$ cat config.mk
export PLATFORM = sky130hd
export DESIGN_NAME = uart_cursor_rx_flat
export DESIGN_NICKNAME = d
export VERILOG_FILES = /design/src/rtl/cursor_pkg.sv /design/src/rtl/uart_cursor_rx_if.sv /design/src/rtl/uart_rx.sv /design/src/rtl/uart_cursor_rx.sv /design/src/flat_wrapper.sv
export SDC_FILE = /design/constraint.sdc
export NUM_CORES = 1
export LEC_CHECK = 0
export ABC_CLOCK_PERIOD_IN_PS = 2500
export BUFFER_PORTS_ARGS = -buffer_cell sky130_fd_sc_hd__buf_4
export CORE_ASPECT_RATIO = 2
export CORE_MARGIN = 4
export CORE_UTILIZATION = 45
export CTS_CLUSTER_DIAMETER = 120
export DETAILED_ROUTE_END_ITERATION = 6
export PLACE_DENSITY = 0.72
export SLEW_MARGIN = 25
export SYNTH_ARGS = -nofsm -noshare
export SYNTH_HDL_FRONTEND = slang
export SYNTH_HIERARCHICAL = 1
export SYNTH_SLANG_ARGS = --single-unit
$ cat constraint.sdc
create_clock -name clk -period 2.5 [get_ports clk]
set_clock_uncertainty 0.1 [all_clocks]
set_input_delay 0.375 -clock clk [delete_from_list [all_inputs] [get_ports clk]]
set_output_delay 0.375 -clock clk [all_outputs]
set_load 0.005 [all_outputs]
$ cat src/rtl/cursor_pkg.sv
// ---------------------------------------------------------------------------
// cursor_pkg
// Definitions shared by both ends of the tilt-cursor UART link.
//   - Single-byte cursor command codes. The transmit-side top uses the same
//     constants.
//   - Receive FSM state encoding.
//   - Helper that computes the 16x-oversample clock divisor.
// No ports (package).
// ---------------------------------------------------------------------------
package cursor_pkg;

    localparam logic [7:0] CMD_HOME   = 8'h63;
    localparam logic [7:0] CMD_TOP    = 8'h00;
    localparam logic [7:0] CMD_BOTTOM = 8'h01;
    localparam logic [7:0] CMD_LEFT   = 8'h02;
    localparam logic [7:0] CMD_RIGHT  = 8'h03;
    localparam logic [7:0] CMD_IDLE   = 8'hFF;

    typedef enum logic [2:0] {
        IDLE,
        START,
        DATA,
        STOP,
        WAIT_HIGH
    } rx_state_t;

    // Clocks per 16x-oversample tick. The division truncates and is clamped
    // to at least 1, so that very slow clocks still give a legal counter.
    function automatic int unsigned calc_div(input int unsigned clk_freq,
                                             input int unsigned baud);
        int unsigned d;
        d = clk_freq / (baud * 16);
        return (d == 0) ? 1 : d;
    endfunction

endpackage

$ cat src/rtl/uart_cursor_rx_if.sv
// ---------------------------------------------------------------------------
// uart_cursor_rx_if
// Bundles the serial input and the decoded outputs of the cursor receiver.
//   rx          serial line, idle high
//   byte_data   last correctly framed byte
//   byte_valid  one-cycle pulse when byte_data updates
//   frame_err   one-cycle pulse on a bad stop bit
//   bad_cmd     one-cycle pulse for an undefined command byte
//   cur_x/cur_y cursor position
// Modports:
//   master : drives rx and observes the results (line driver / bench side)
//   slave  : the receiver itself
// ---------------------------------------------------------------------------
interface uart_cursor_rx_if #(
    parameter int X_MAX = 15,
    parameter int Y_MAX = 15
);
    localparam int XW = $clog2(X_MAX + 1);
    localparam int YW = $clog2(Y_MAX + 1);

    logic          rx;
    logic [7:0]    byte_data;
    logic          byte_valid;
    logic          frame_err;
    logic          bad_cmd;
    logic [XW-1:0] cur_x;
    logic [YW-1:0] cur_y;

    modport master (
        output rx,
        input  byte_data, byte_valid, frame_err, bad_cmd, cur_x, cur_y
    );

    modport slave (
        input  rx,
        output byte_data, byte_valid, frame_err, bad_cmd, cur_x, cur_y
    );

endinterface

$ cat src/rtl/uart_rx.sv
// ---------------------------------------------------------------------------
// uart_rx
// 8N1 byte receiver with a 16x-oversampled tick.
//   clk        system clock, rising edge
//   rst        asynchronous active-high reset
//   rx         raw serial input, asynchronous to clk, idle high
//   byte_data  last correctly framed byte; holds until the next good byte
//   byte_valid one-cycle pulse when byte_data updates
//   frame_err  one-cycle pulse when the stop bit is sampled low
// A two-flop synchroniser feeds everything. The start bit is confirmed half
// a bit in. Data and stop bits are then sampled every 16 ticks. A low stop
// bit parks the FSM in WAIT_HIGH until the line returns high, so a break is
// not decoded as a run of zero bytes.
// ---------------------------------------------------------------------------
module uart_rx
    import cursor_pkg::*;
#(
    parameter int unsigned DIV = 651
) (
    input  logic       clk,
    input  logic       rst,
    input  logic       rx,
    output logic [7:0] byte_data,
    output logic       byte_valid,
    output logic       frame_err
);
    localparam int unsigned   DW       = (DIV > 1) ? $clog2(DIV) : 1;
    localparam logic [DW-1:0] DIV_LAST = DW'(DIV - 1);

    // Synchroniser: both stages reset to the idle level.
    logic rx_meta_reg;
    logic rxs_reg;

    always_ff @(posedge clk or posedge rst) begin
        if (rst) begin
            rx_meta_reg <= 1'b1;
            rxs_reg     <= 1'b1;
        end else begin
            rx_meta_reg <= rx;
            rxs_reg     <= rx_meta_reg;
        end
    end

    rx_state_t   state_reg, state_next;
    logic [DW-1:0] div_reg;
    logic [3:0]  tick_cnt_reg;
    logic [2:0]  bit_cnt_reg;
    logic [7:0]  shift_reg;
    logic [7:0]  byte_data_reg;
    logic        byte_valid_reg;
    logic        frame_err_reg;

    logic tick;
    logic start_entry;
    logic sample_en;

    assign tick        = (div_reg == DIV_LAST);
    // Dividing the tick from the falling edge keeps the sample points centred.
    assign start_entry = (state_reg == IDLE) && !rxs_reg;

    always_comb begin
        state_next = state_reg;
        sample_en  = 1'b0;
        unique case (state_reg)
            IDLE: begin
                if (!rxs_reg) state_next = START;
            end
            START: begin
                if (tick && tick_cnt_reg == 4'd7) begin
                    sample_en  = 1'b1;
                    state_next = rxs_reg ? IDLE : DATA;  // high again: glitch
                end
            end
            DATA: begin
                if (tick && tick_cnt_reg == 4'd15) begin
                    sample_en = 1'b1;
                    if (bit_cnt_reg == 3'd7) state_next = STOP;
                end
            end
            STOP: begin
                if (tick && tick_cnt_reg == 4'd15) begin
                    sample_en  = 1'b1;
                    state_next = rxs_reg ? IDLE : WAIT_HIGH;
                end
            end
            WAIT_HIGH: begin
                if (rxs_reg) state_next = IDLE;
            end
            default: state_next = IDLE;
        endcase
    end

    always_ff @(posedge clk or posedge rst) begin
        if (rst) state_reg <= IDLE;
        else     state_reg <= state_next;
    end

    always_ff @(posedge clk or posedge rst) begin
        if (rst) begin
            div_reg        <= '0;
            tick_cnt_reg   <= '0;
            bit_cnt_reg    <= '0;
            shift_reg      <= '0;
            byte_data_reg  <= '0;
            byte_valid_reg <= 1'b0;
            frame_err_reg  <= 1'b0;
        end else begin
            byte_valid_reg <= 1'b0;
            frame_err_reg  <= 1'b0;

            if (start_entry || tick) div_reg <= '0;
            else                     div_reg <= div_reg + DW'(1);

            if (start_entry) begin
                tick_cnt_reg <= '0;
                bit_cnt_reg  <= '0;
            end else if (sample_en) begin
                tick_cnt_reg <= '0;
            end else if (tick) begin
                tick_cnt_reg <= tick_cnt_reg + 4'd1;
            end

            if (sample_en && state_reg == DATA) begin
                shift_reg   <= {rxs_reg, shift_reg[7:1]};  // LSB first
                bit_cnt_reg <= bit_cnt_reg + 3'd1;
            end

            if (sample_en && state_reg == STOP) begin
                if (rxs_reg) begin
                    byte_data_reg  <= shift_reg;
                    byte_valid_reg <= 1'b1;
                end else begin
                    frame_err_reg  <= 1'b1;
                end
            end
        end
    end

    assign byte_data  = byte_data_reg;
    assign byte_valid = byte_valid_reg;
    assign frame_err  = frame_err_reg;

endmodule

$ cat src/rtl/uart_cursor_rx.sv
// ---------------------------------------------------------------------------
// uart_cursor_rx
// Display-side end of the tilt-cursor link. Receives 8N1 bytes (uart_rx)
// and decodes the single-byte command stream into a 2-D cursor position.
//   clk  system clock, rising edge
//   rst  asynchronous active-high reset
//   bus  uart_cursor_rx_if.slave: rx in; byte_data, byte_valid, frame_err,
//        bad_cmd, cur_x, cur_y out
// Build option:
//   CURSOR_WRAP_EN  defined: cursor movement wraps around at the edges.
//                   undefined: movement saturates at 0 and X_MAX/Y_MAX.
// The cursor and bad_cmd update on the cycle after byte_valid.
// ---------------------------------------------------------------------------
module uart_cursor_rx
    import cursor_pkg::*;
#(
    parameter int unsigned CLK_FREQ = 100_000_000,
    parameter int unsigned BAUD     = 9600,
    parameter int          X_MAX    = 15,
    parameter int          Y_MAX    = 15
) (
    input  logic            clk,
    input  logic            rst,
    uart_cursor_rx_if.slave bus
);
    localparam int unsigned   DIV   = calc_div(CLK_FREQ, BAUD);
    localparam int            XW    = $clog2(X_MAX + 1);
    localparam int            YW    = $clog2(Y_MAX + 1);
    localparam logic [XW-1:0] X_LIM = XW'(X_MAX);
    localparam logic [YW-1:0] Y_LIM = YW'(Y_MAX);

    logic [7:0] byte_data_w;
    logic       byte_valid_w;
    logic       frame_err_w;

    uart_rx #(.DIV(DIV)) u_rx (
        .clk        (clk),
        .rst        (rst),
        .rx         (bus.rx),
        .byte_data  (byte_data_w),
        .byte_valid (byte_valid_w),
        .frame_err  (frame_err_w)
    );

    logic [XW-1:0] cur_x_reg, cur_x_next;
    logic [YW-1:0] cur_y_reg, cur_y_next;
    logic          bad_cmd_reg, bad_cmd_next;

    logic [XW-1:0] x_dec, x_inc;
    logic [YW-1:0] y_dec, y_inc;

`ifdef CURSOR_WRAP_EN
    assign x_dec = (cur_x_reg == '0)    ? X_LIM : cur_x_reg - XW'(1);
    assign x_inc = (cur_x_reg >= X_LIM) ? '0    : cur_x_reg + XW'(1);
    assign y_dec = (cur_y_reg == '0)    ? Y_LIM : cur_y_reg - YW'(1);
    assign y_inc = (cur_y_reg >= Y_LIM) ? '0    : cur_y_reg + YW'(1);
`else
    assign x_dec = (cur_x_reg == '0)    ? '0    : cur_x_reg - XW'(1);
    assign x_inc = (cur_x_reg >= X_LIM) ? X_LIM : cur_x_reg + XW'(1);
    assign y_dec = (cur_y_reg == '0)    ? '0    : cur_y_reg - YW'(1);
    assign y_inc = (cur_y_reg >= Y_LIM) ? Y_LIM : cur_y_reg + YW'(1);
`endif

    always_comb begin
        cur_x_next   = cur_x_reg;
        cur_y_next   = cur_y_reg;
        bad_cmd_next = 1'b0;
        if (byte_valid_w) begin
            case (byte_data_w)
                CMD_HOME: begin
                    cur_x_next = '0;
                    cur_y_next = '0;
                end
                CMD_TOP:    cur_y_next = y_dec;
                CMD_BOTTOM: cur_y_next = y_inc;
                CMD_LEFT:   cur_x_next = x_dec;
                CMD_RIGHT:  cur_x_next = x_inc;
                CMD_IDLE:   ;
                default:    bad_cmd_next = 1'b1;
            endcase
        end
    end

    always_ff @(posedge clk or posedge rst) begin
        if (rst) begin
            cur_x_reg   <= '0;
            cur_y_reg   <= '0;
            bad_cmd_reg <= 1'b0;
        end else begin
            cur_x_reg   <= cur_x_next;
            cur_y_reg   <= cur_y_next;
            bad_cmd_reg <= bad_cmd_next;
        end
    end

    assign bus.byte_data  = byte_data_w;
    assign bus.byte_valid = byte_valid_w;
    assign bus.frame_err  = frame_err_w;
    assign bus.bad_cmd    = bad_cmd_reg;
    assign bus.cur_x      = cur_x_reg;
    assign bus.cur_y      = cur_y_reg;

endmodule
$ cat src/flat_wrapper.sv
// flat-port wrapper written by rule: the top's interface ports become plain ports
module uart_cursor_rx_flat import cursor_pkg::*;
#(
    parameter int unsigned CLK_FREQ = 100_000_000,
    parameter int unsigned BAUD     = 9600,
    parameter int          X_MAX    = 15,
    parameter int          Y_MAX    = 15
)
  (clk, rst, bus_rx, bus_byte_data, bus_byte_valid, bus_frame_err, bus_bad_cmd, bus_cur_x, bus_cur_y);
  uart_cursor_rx_if #(.X_MAX(X_MAX), .Y_MAX(Y_MAX)) bus_i ();
  input  logic clk;
  input  logic rst;
  input wire logic [$bits(bus_i.rx)-1:0] bus_rx;
  output wire logic [$bits(bus_i.byte_data)-1:0] bus_byte_data;
  output wire logic [$bits(bus_i.byte_valid)-1:0] bus_byte_valid;
  output wire logic [$bits(bus_i.frame_err)-1:0] bus_frame_err;
  output wire logic [$bits(bus_i.bad_cmd)-1:0] bus_bad_cmd;
  output wire logic [$bits(bus_i.cur_x)-1:0] bus_cur_x;
  output wire logic [$bits(bus_i.cur_y)-1:0] bus_cur_y;
  assign bus_i.rx = bus_rx;
  assign bus_byte_data = bus_i.byte_data;
  assign bus_byte_valid = bus_i.byte_valid;
  assign bus_frame_err = bus_i.frame_err;
  assign bus_bad_cmd = bus_i.bad_cmd;
  assign bus_cur_x = bus_i.cur_x;
  assign bus_cur_y = bus_i.cur_y;
  uart_cursor_rx #(.CLK_FREQ(CLK_FREQ), .BAUD(BAUD), .X_MAX(X_MAX), .Y_MAX(Y_MAX)) u_core (.clk(clk), .rst(rst), .bus(bus_i));
endmodule
==> flow_summary.toml, run 1 <==
[timing]
worstMarginPinSlew_ns = 0.4909
final.setup.tns_ns = 0
fmax_mhz = 435.8
setup_slack_ns = 0.2055
relSlewSlack_pct = 66.82
finalMaxSlewViolations = 0
rsz0062_at_grt = "false"
min_period_over_period_pct = 91.78
setup_violations = 0
layout_min_cycle_time_ns = 2.295
hold_viol_final = 0

[setup_path]
start_kind = "flip-flop"
cp_slowest_cell = "or4b_4"
crit_chain = "or4b_4 > nor4_4 > nand4_2 > mux2_4"
slowest_delay_ns = 0.57
path_max_fanout = 9
reg2reg_slack_ns = 0.21
crit_required_ns = 2.57
worstPathArrival_ns = 2.36
path_class = "reg -> reg"
cp-end-kind = "flip-flop"

[floorplan]
die_x_um = 62.65
io-pin-count = 22
start_util_pct = 46.68
die_y_um = 117.3
dieArea_um2 = 7348
core_um2 = 5758
num_rows = 39

[grt]
grt_max_degree = 41
first_global_vias = 2011
grt_use_total_pct = 15.14
overflow = 0
antenna_found_initial = 0
grt_pass1_wl_mm = 8.873

[clock_network]
cts_tree = "built"
cts.sinks = 49
cts_made_buffers = 5
post-cts-setup-buffers = 0
clk_latency_ns = 0.28
ctsResizeCount = 0
cts_max_level = 2
cts_root_buffer = "clkbuf_16"
ctsHoldBuffers = 1
clk_pin_slew_ns = 0.06
clockBufferDepth = 2

[synthesis]
synth_warnings = 6
synth_area_um2 = 2688
yosys_register_bits = 49
ys.flop_type = "dfrtp_1"
yosysSeqAreaShare_pct = 45.72
yosys.area_share.simple_pct = 20.25
synth_common_cells = "dfrtp_1 (47), nor2_1 (25), nand2_1 (20), inv_1 (17), nand3_1 (13)"
synth_xor_area_share_pct = 3.911
synthCells = 256
synthDistinctLibCells = 56
synth_compound_area_share_pct = 10.94
synth_fa_ha_area_share_pct = 4.190
synthDominantCellAreaShare_pct = 43.76
yosys.area.top_type = "dfrtp_1"
syn_avg_cell_area_um2 = 10.50
synthArstFlopShare_pct = 100.0
syn-num-nets = 268
synth_edf_count = 0
synthMuxAreaShare_pct = 11.08
yosysMostFrequentCell = "dfrtp_1"
synth_top_family_by_area = "simple AND/OR/NAND/NOR gates"
synthTopCellsByArea = "dfrtp_1 (44%), ha_1 (4.2%), mux2_2 (4.2%)"

[finish]
largest_register_ffs = 10
finalNetCount = 293
final_cells = 343
area_growth_pct = 14.01
layout-drive-gt1-share_pct = 21.99
diodes = 0

[routing]
antenna_left = 0
vias_per_cell = 5.644
wl_per_cell_um = 15.03
wl_mm = 5.157
via_count = 1936
first_iter_violations = 143
route.detailed.drc = 0
first_pass_iters = 4

[power_and_ir_drop]
power_switching_w = 0.0002856
irDropWorstVdd_mv = 0.4154
p_leak_nw = 1.532
p_comb_share_pct = 1.4
powerDensity_nw_per_um2 = 475.3
power_frac_clock_pct = 43.8
p_seq_share_pct = 54.8
swShare_pct = 19.61
p_int_w = 0.001171

[placed_design]
dp_slack_ns = 0.2024
gp_congestion = 0.8411
dp_hpwl_mm = 4.003
dp.cells = 334
portBuffers = 21

[run_status]
status = "complete, no violations"

[flow_run]
cap_viol_max_count = 0

[min_path]
hold_path_class = "in -> reg"
==> final timing paths <==
kind,start,end,depth (start not counted)
max,u_core/u_rx/div_reg[5],u_core/u_rx/shift_reg[3],4
min,bus_rx,u_core/u_rx/rx_meta_reg,1
max reg2reg,u_core/u_rx/div_reg[5],u_core/u_rx/shift_reg[3],4
min reg2reg,u_core/u_rx/rx_meta_reg,u_core/u_rx/rxs_reg,0
max in group asynchronous,rst,u_core/u_rx/rx_meta_reg,4
min in group asynchronous,rst,u_core/bus.cur_x[2],3
==> metal layers <==
layer  up-vias  global-route usage, %  part of all wire, %
met5         -                      0                    0
met4         0                  5.900                  1.8
met3         9                  2.770                  2.4
met2        26                  31.74                   59
met1       933                  14.00                   37
li1        968                      -                    -
==> final cells by class <==
type	instances	area, µm²
clock buffer	6	128.9
clock inverter	2	15.01
fill	502	2694
inverter	17	63.81
multi-input combinational	182	1354
sequential	49	1229
tap	61	76.32
timing repair buffer	26	197.7
==> worst max-delay path, delay by kind of cell, from the launching register on <==
family,cells,cell delay [ns]
and+or+nand+nor,3,1.23
DFF,1,0.44
muxes,1,0.41
==> layout by cell type (no fill, tap or decap), types with 5 or more instances in the layout <==
cell type  netlist  final
nand3_1         13     13
inv_1           17     17
xnor2_1          8      8
nand2_1         20     20
dfrtp_1         47     47
mux2_2          10     10
ha_1             9      9
o21ai_0          8      8
nor3_1           5      5
nor4_1           6      6
mux2i_1          8      8
clkbuf_16        0      5
nor2_1          25     25
a21oi_1          5      5
mux2_4           7      7
buf_4            0     25
==> cell families after synthesis <==
logic type / count (synthesis)
XOR/XNOR: 12
AND/OR/NAND/NOR: 97
flip-flops: 49
buffers and inverters: 25
AO/OA/AOI/OAI: 39
adder cells (fa/ha/maj): 9
multiplexers: 25
==> power by group through the flow <==
stage	Sequential [W]	Combinational [W]	Clock, W
detailed placement	0.000812	0.0000209	0
global placement	0.000812	0.0000208	0
global route	0.000797	0.0000244	0.000704
floorplan	0.000812	0.0000126	0
finish	0.000798	0.0000207	0.000638
CTS	0.000798	0.0000221	0.000663
==> per-stage QoR <==
stage                     power (W)  cell area, µm²  utilization [%]  hold WS [ns]
after CTS                  0.001482            3064            53.22       0.08850
after global placement    0.0008331            2910            50.54        0.2463
final                      0.001456            3064            53.22       0.09551
after floorplan           0.0008243            2688                -        0.1029
after global routing       0.001526            3064            53.22       0.08123
after detailed placement  0.0008332            2910            50.54        0.2472
(Power assumes the default switching activity.)
==> inputs of run 2 (changes only) <==
--- a/config.mk
+++ b/config.mk
@@ -9,11 +9,10 @@
 export BUFFER_PORTS_ARGS = -buffer_cell sky130_fd_sc_hd__buf_4
 export CORE_ASPECT_RATIO = 2
 export CORE_MARGIN = 4
-export CORE_UTILIZATION = 45
+export CORE_UTILIZATION = 54
 export CTS_CLUSTER_DIAMETER = 120
 export DETAILED_ROUTE_END_ITERATION = 6
-export PLACE_DENSITY = 0.72
-export SLEW_MARGIN = 25
+export PLACE_DENSITY = 0.82
 export SYNTH_ARGS = -nofsm -noshare
 export SYNTH_HDL_FRONTEND = slang
 export SYNTH_HIERARCHICAL = 1
==> run 2 against run 1 <==
Cell count fell by 0.87%. Fmax down 0.74%. Die area fell by 15%. Count of clock-buffer cells in the layout down 1. Critical endpoint is now u_core/u_rx/shift_reg[7].
==> flow_summary.toml, run 2 (synthesis results as in run 1) <==
[finish]
final_common_cell = "dfrtp_1"
layout-drive-gt1-share_pct = 22.61
diodes = 0
largest_register_ffs = 10
mostFrequentLayoutCells = "dfrtp_1 (47), buf_4 (26), nor2_1 (25)"
area_growth_pct = 13.73
finalNetCount = 294

[grt]
grt_pass1_wl_mm = 9.777
grt_use_total_pct = 20.29
antenna_found_initial = 0
first_global_vias = 2032
grt_max_degree = 41
overflow = 0

[routing]
via_count = 2017
first_iter_violations = 96
first_pass_iters = 5
antenna_left = 0
wl_per_cell_um = 16.16
route.detailed.drc = 0
vias_per_cell = 5.932
wl_mm = 5.493

[timing]
layout_min_cycle_time_ns = 2.312
final.setup.tns_ns = 0
hold_viol_final = 0
worstMarginPinSlew_ns = 0.5477
finalMaxSlewViolations = 0
fmax_mhz = 432.6
min_period_over_period_pct = 92.46
setup_violations = 0
setup_slack_ns = 0.1884
rsz0062_at_grt = "false"
relSlewSlack_pct = 63.15

[floorplan]
dieArea_um2 = 6238
die_y_um = 107.8
start_util_pct = 55.25
io-pin-count = 22
die_x_um = 57.89
num_rows = 36
core_um2 = 4865

[setup_path]
cp_slowest_cell = "or4b_4"
cp-end-kind = "flip-flop"
path_buf_inv = 0
critPathTopFamily = "simple AND/OR/NAND/NOR gates"
path_class = "reg -> reg"
slowest_delay_ns = 0.58
path_max_fanout = 9
worstPathArrival_ns = 2.41
crit_chain = "or4b_4 > nor4_4 > nand4_2 > mux2_4"
crit_required_ns = 2.59
start_kind = "flip-flop"

[run_status]
status = "complete, no violations"

[clock_network]
cts.sinks = 49
clk_latency_ns = 0.30
post-cts-setup-buffers = 0
cts_root_buffer = "clkbuf_8"
clockBufferDepth = 2
cts_tree = "built"
ctsResizeCount = 0
cts_made_buffers = 5
ctsHoldBuffers = 1
clk_pin_slew_ns = 0.09
cts_max_level = 2

[power_and_ir_drop]
irDropWorstVdd_mv = 0.3918
p_leak_nw = 1.542
powerDensity_nw_per_um2 = 484.4

[placed_design]
dp_hpwl_mm = 4.015
dp_slack_ns = 0.2245
gp_congestion = 0.8289
portBuffers = 21

[min_path]
hold_path_class = "in -> reg"

[flow_run]
cap_viol_max_count = 0
run 2: worst paths after layout:
kind,start,end,slack [ns],cells past startpoint
max,u_core/u_rx/div_reg[4],u_core/u_rx/shift_reg[7],0.19,4
min,bus_rx,u_core/u_rx/rx_meta_reg,0.07,1
max reg2reg,u_core/u_rx/div_reg[4],u_core/u_rx/shift_reg[7],0.19,4
min reg2reg,u_core/u_rx/rx_meta_reg,u_core/u_rx/rxs_reg,0.26,0
max in group asynchronous,rst,u_core/u_rx/rx_meta_reg,1.30,4
min in group asynchronous,rst,u_core/bus.bad_cmd,0.52,3
run 2: per-stage QoR:
stage | total power (W) | util (%) | cells | hold slack [ns] | instance area, µm²
2_1_floorplan | 0.0008243 | - | 256 | 0.1029 | 2688
3_3_place_gp | 0.0008330 | 59.88 | 331 | 0.2455 | 2913
3_5_place_dp | 0.0008336 | 59.88 | 331 | 0.2476 | 2913
4_1_cts | 0.001502 | 62.83 | 340 | 0.05798 | 3057
5_1_grt | 0.001536 | 62.83 | 340 | 0.04805 | 3057
6_report | 0.001481 | 62.83 | 340 | 0.07190 | 3057
run 2: where the power goes:
part / switching [W] / leakage, nW / internal (W)
Combinational: 0.0000168 / 0.810 / 0.00000448
Sequential: 0.00000198 / 0.663 / 0.000795
Clock: 0.000265 / 0.0681 / 0.000397
run 2: area by class of cell:
| type | count | area [µm²] |
|---|---|---|
| clock inverters | 3 | 65.06 |
| fillers | 413 | 1808 |
| flip-flops and latches | 49 | 1229 |
| clock buffers | 5 | 68.82 |
| inverters | 17 | 63.81 |
| well taps | 57 | 71.32 |
| multi-input cells | 182 | 1354 |
| repair buffers | 27 | 205.2 |
run 2: per-layer routing:
layer	track usage, %	up-vias	share of wire [%]
li1	-	970	-
met1	23.20	987	39
met4	9.453	0	3.0
met3	3.121	13	3.3
met2	35.84	47	55
met5	0	-	0
==> inputs of run 3 (changes only) <==
--- a/config.mk
+++ b/config.mk
@@ -12,6 +12,7 @@
 export CORE_UTILIZATION = 54
 export CTS_CLUSTER_DIAMETER = 120
 export DETAILED_ROUTE_END_ITERATION = 6
+export HOLD_SLACK_MARGIN = 0.08
 export PLACE_DENSITY = 0.82
 export SYNTH_ARGS = -nofsm -noshare
 export SYNTH_HDL_FRONTEND = slang
==> run 3 against run 2 <==
Global-route usage about the same. Combinational power increased by 5%. Cell count increased by 0.29%. Design area increased by 0.33%. Critical path depth unchanged. Die area unchanged. Setup slack improved by 0.018 ns. Critical path type unchanged. Largest cell class unchanged. Largest power group unchanged.
==> flow_summary.toml, run 3 (synthesis results as in run 1) <==
[min_path]
min_from = "u_core/u_rx/rx_meta_reg"
worstHoldPathCells = 0
hold_path_class = "reg -> reg"

[clock_network]
cts_tree = "built"
clk_latency_ns = 0.30
post-cts-setup-buffers = 0
cts_root_buffer = "clkbuf_8"
clockBufferDepth = 2
clk_pin_slew_ns = 0.09
cts.sinks = 49
cts_max_level = 2
cts_made_buffers = 5

[setup_path]
cp_slowest_cell = "or4b_4"
reg2reg_slack_ns = 0.21
slowest_delay_ns = 0.58
crit_required_ns = 2.59
path_class = "reg -> reg"
path_max_fanout = 9
rr_worst_depth = 4
worstPathArrival_ns = 2.38
cp-end-kind = "flip-flop"
worst_r2r_startpoint = "u_core/u_rx/div_reg[4]"
critPathLaunch = "u_core/u_rx/div_reg[4]"
crit_chain = "or4b_4 > nor4_4 > nand4_2 > mux2_4"
start_kind = "flip-flop"

[placed_design]
gp_congestion = 0.8289
dp.cells = 331
dp_hpwl_mm = 4.015
portBuffers = 21

[grt]
overflow = 0
grt_max_degree = 41
grt_pass1_wl_mm = 9.791
first_global_vias = 2038
antenna_found_initial = 0
grt_use_total_pct = 20.31

[timing]
final.setup.tns_ns = 0
min_period_over_period_pct = 91.74
relSlewSlack_pct = 62.93
layout_min_cycle_time_ns = 2.293
worstMarginPinSlew_ns = 0.5510
finalMaxSlewViolations = 0
fmax_mhz = 436.0
setup_violations = 0
rsz0062_at_grt = "false"
hold_viol_final = 0

[run_status]
status = "complete, no violations"

[finish]
finalNetCount = 295
area_growth_pct = 14.11
final_common_cell = "dfrtp_1"
diodes = 0
largest_register_ffs = 10
final_cells = 341
layout-drive-gt1-share_pct = 22.54
mostFrequentLayoutCells = "dfrtp_1 (47), buf_4 (26), nor2_1 (25)"

[routing]
route.detailed.drc = 0
first_pass_iters = 4
first_iter_violations = 103
via_count = 2006
vias_per_cell = 5.883
wl_per_cell_um = 16.11
wl_mm = 5.495
antenna_left = 0

[floorplan]
core_um2 = 4865
die_y_um = 107.8
num_rows = 36
io-pin-count = 22
die_x_um = 57.89
start_util_pct = 55.25
dieArea_um2 = 6238

[power_and_ir_drop]
p_int_w = 0.001198
powerDensity_nw_per_um2 = 483.4
total_power_w = 0.001482
p_comb_share_pct = 1.5
irDropWorstVdd_mv = 0.3925
p_seq_share_pct = 53.7
p_leak_nw = 1.546
power_frac_clock_pct = 44.8
power_switching_w = 0.0002848
swShare_pct = 19.21

[flow_run]
cap_viol_max_count = 0
run 3: worst max-delay path, delay by kind of cell (launching register included):
family	cells	cell delay, ns
flip-flops	1	0.41
multiplexers	1	0.41
AND/OR/NAND/NOR	3	1.26
run 3: routing by layer:
layer,part of all wire (%),global-route usage [%],routed length (µm)
met3,2.9,3.121,162
met1,39,23.20,2149
met5,0,0,0
met4,3.0,9.453,165
met2,55,35.92,3019
run 3: power by group through the flow:
stage          clock network, W   logic, W  registers, W
2_1_floorplan                 0  0.0000126      0.000812
3_3_place_gp                  0  0.0000208      0.000812
3_5_place_dp                  0  0.0000212      0.000812
4_1_cts                0.000682  0.0000237      0.000797
5_1_grt                0.000714  0.0000261      0.000797
6_report               0.000663  0.0000224      0.000797
run 3: path summary, 6_finish.rpt:
| check | endpoint |
|---|---|
| setup reg to reg | u_core/u_rx/shift_reg[0] |
| setup / recovery | u_core/u_rx/shift_reg[0] |
| min in group asynchronous | u_core/bus.bad_cmd |
| hold reg to reg | u_core/u_rx/rxs_reg |
| max in group asynchronous | u_core/u_rx/rx_meta_reg |
| hold / removal | u_core/u_rx/rxs_reg |
run 3: final cells by class:
class	instances	area, µm²
Clock inverter	3	65.06
Fill cell	414	1798
Timing Repair Buffer	28	215.2
Multi-Input combinational cell	182	1354
Sequential cell	49	1229
Inverter	17	63.81
Tap cell	57	71.32
Clock buffer	5	68.82
run 3: through the flow:
stage               util, %  worst slack, ns  hold WS, ns  instance area, µm²
CTS                   63.04           0.2000       0.2608                3067
floorplan                 -           0.3379       0.1029                2688
finish                63.04           0.2066       0.2601                3067
detailed placement    59.88           0.2245       0.2476                2913
global route          63.04          0.02547       0.2736                3067
global placement      59.88           0.2926       0.2455                2913
run 3: what timing repair did:
action | 4_1_cts | 5_1_grt
resized for setup | 0 | 0
setup endpoints to repair | 0 | 0
endpoints found under the hold margin | 10 | 0
hold buffers | 2 | 0
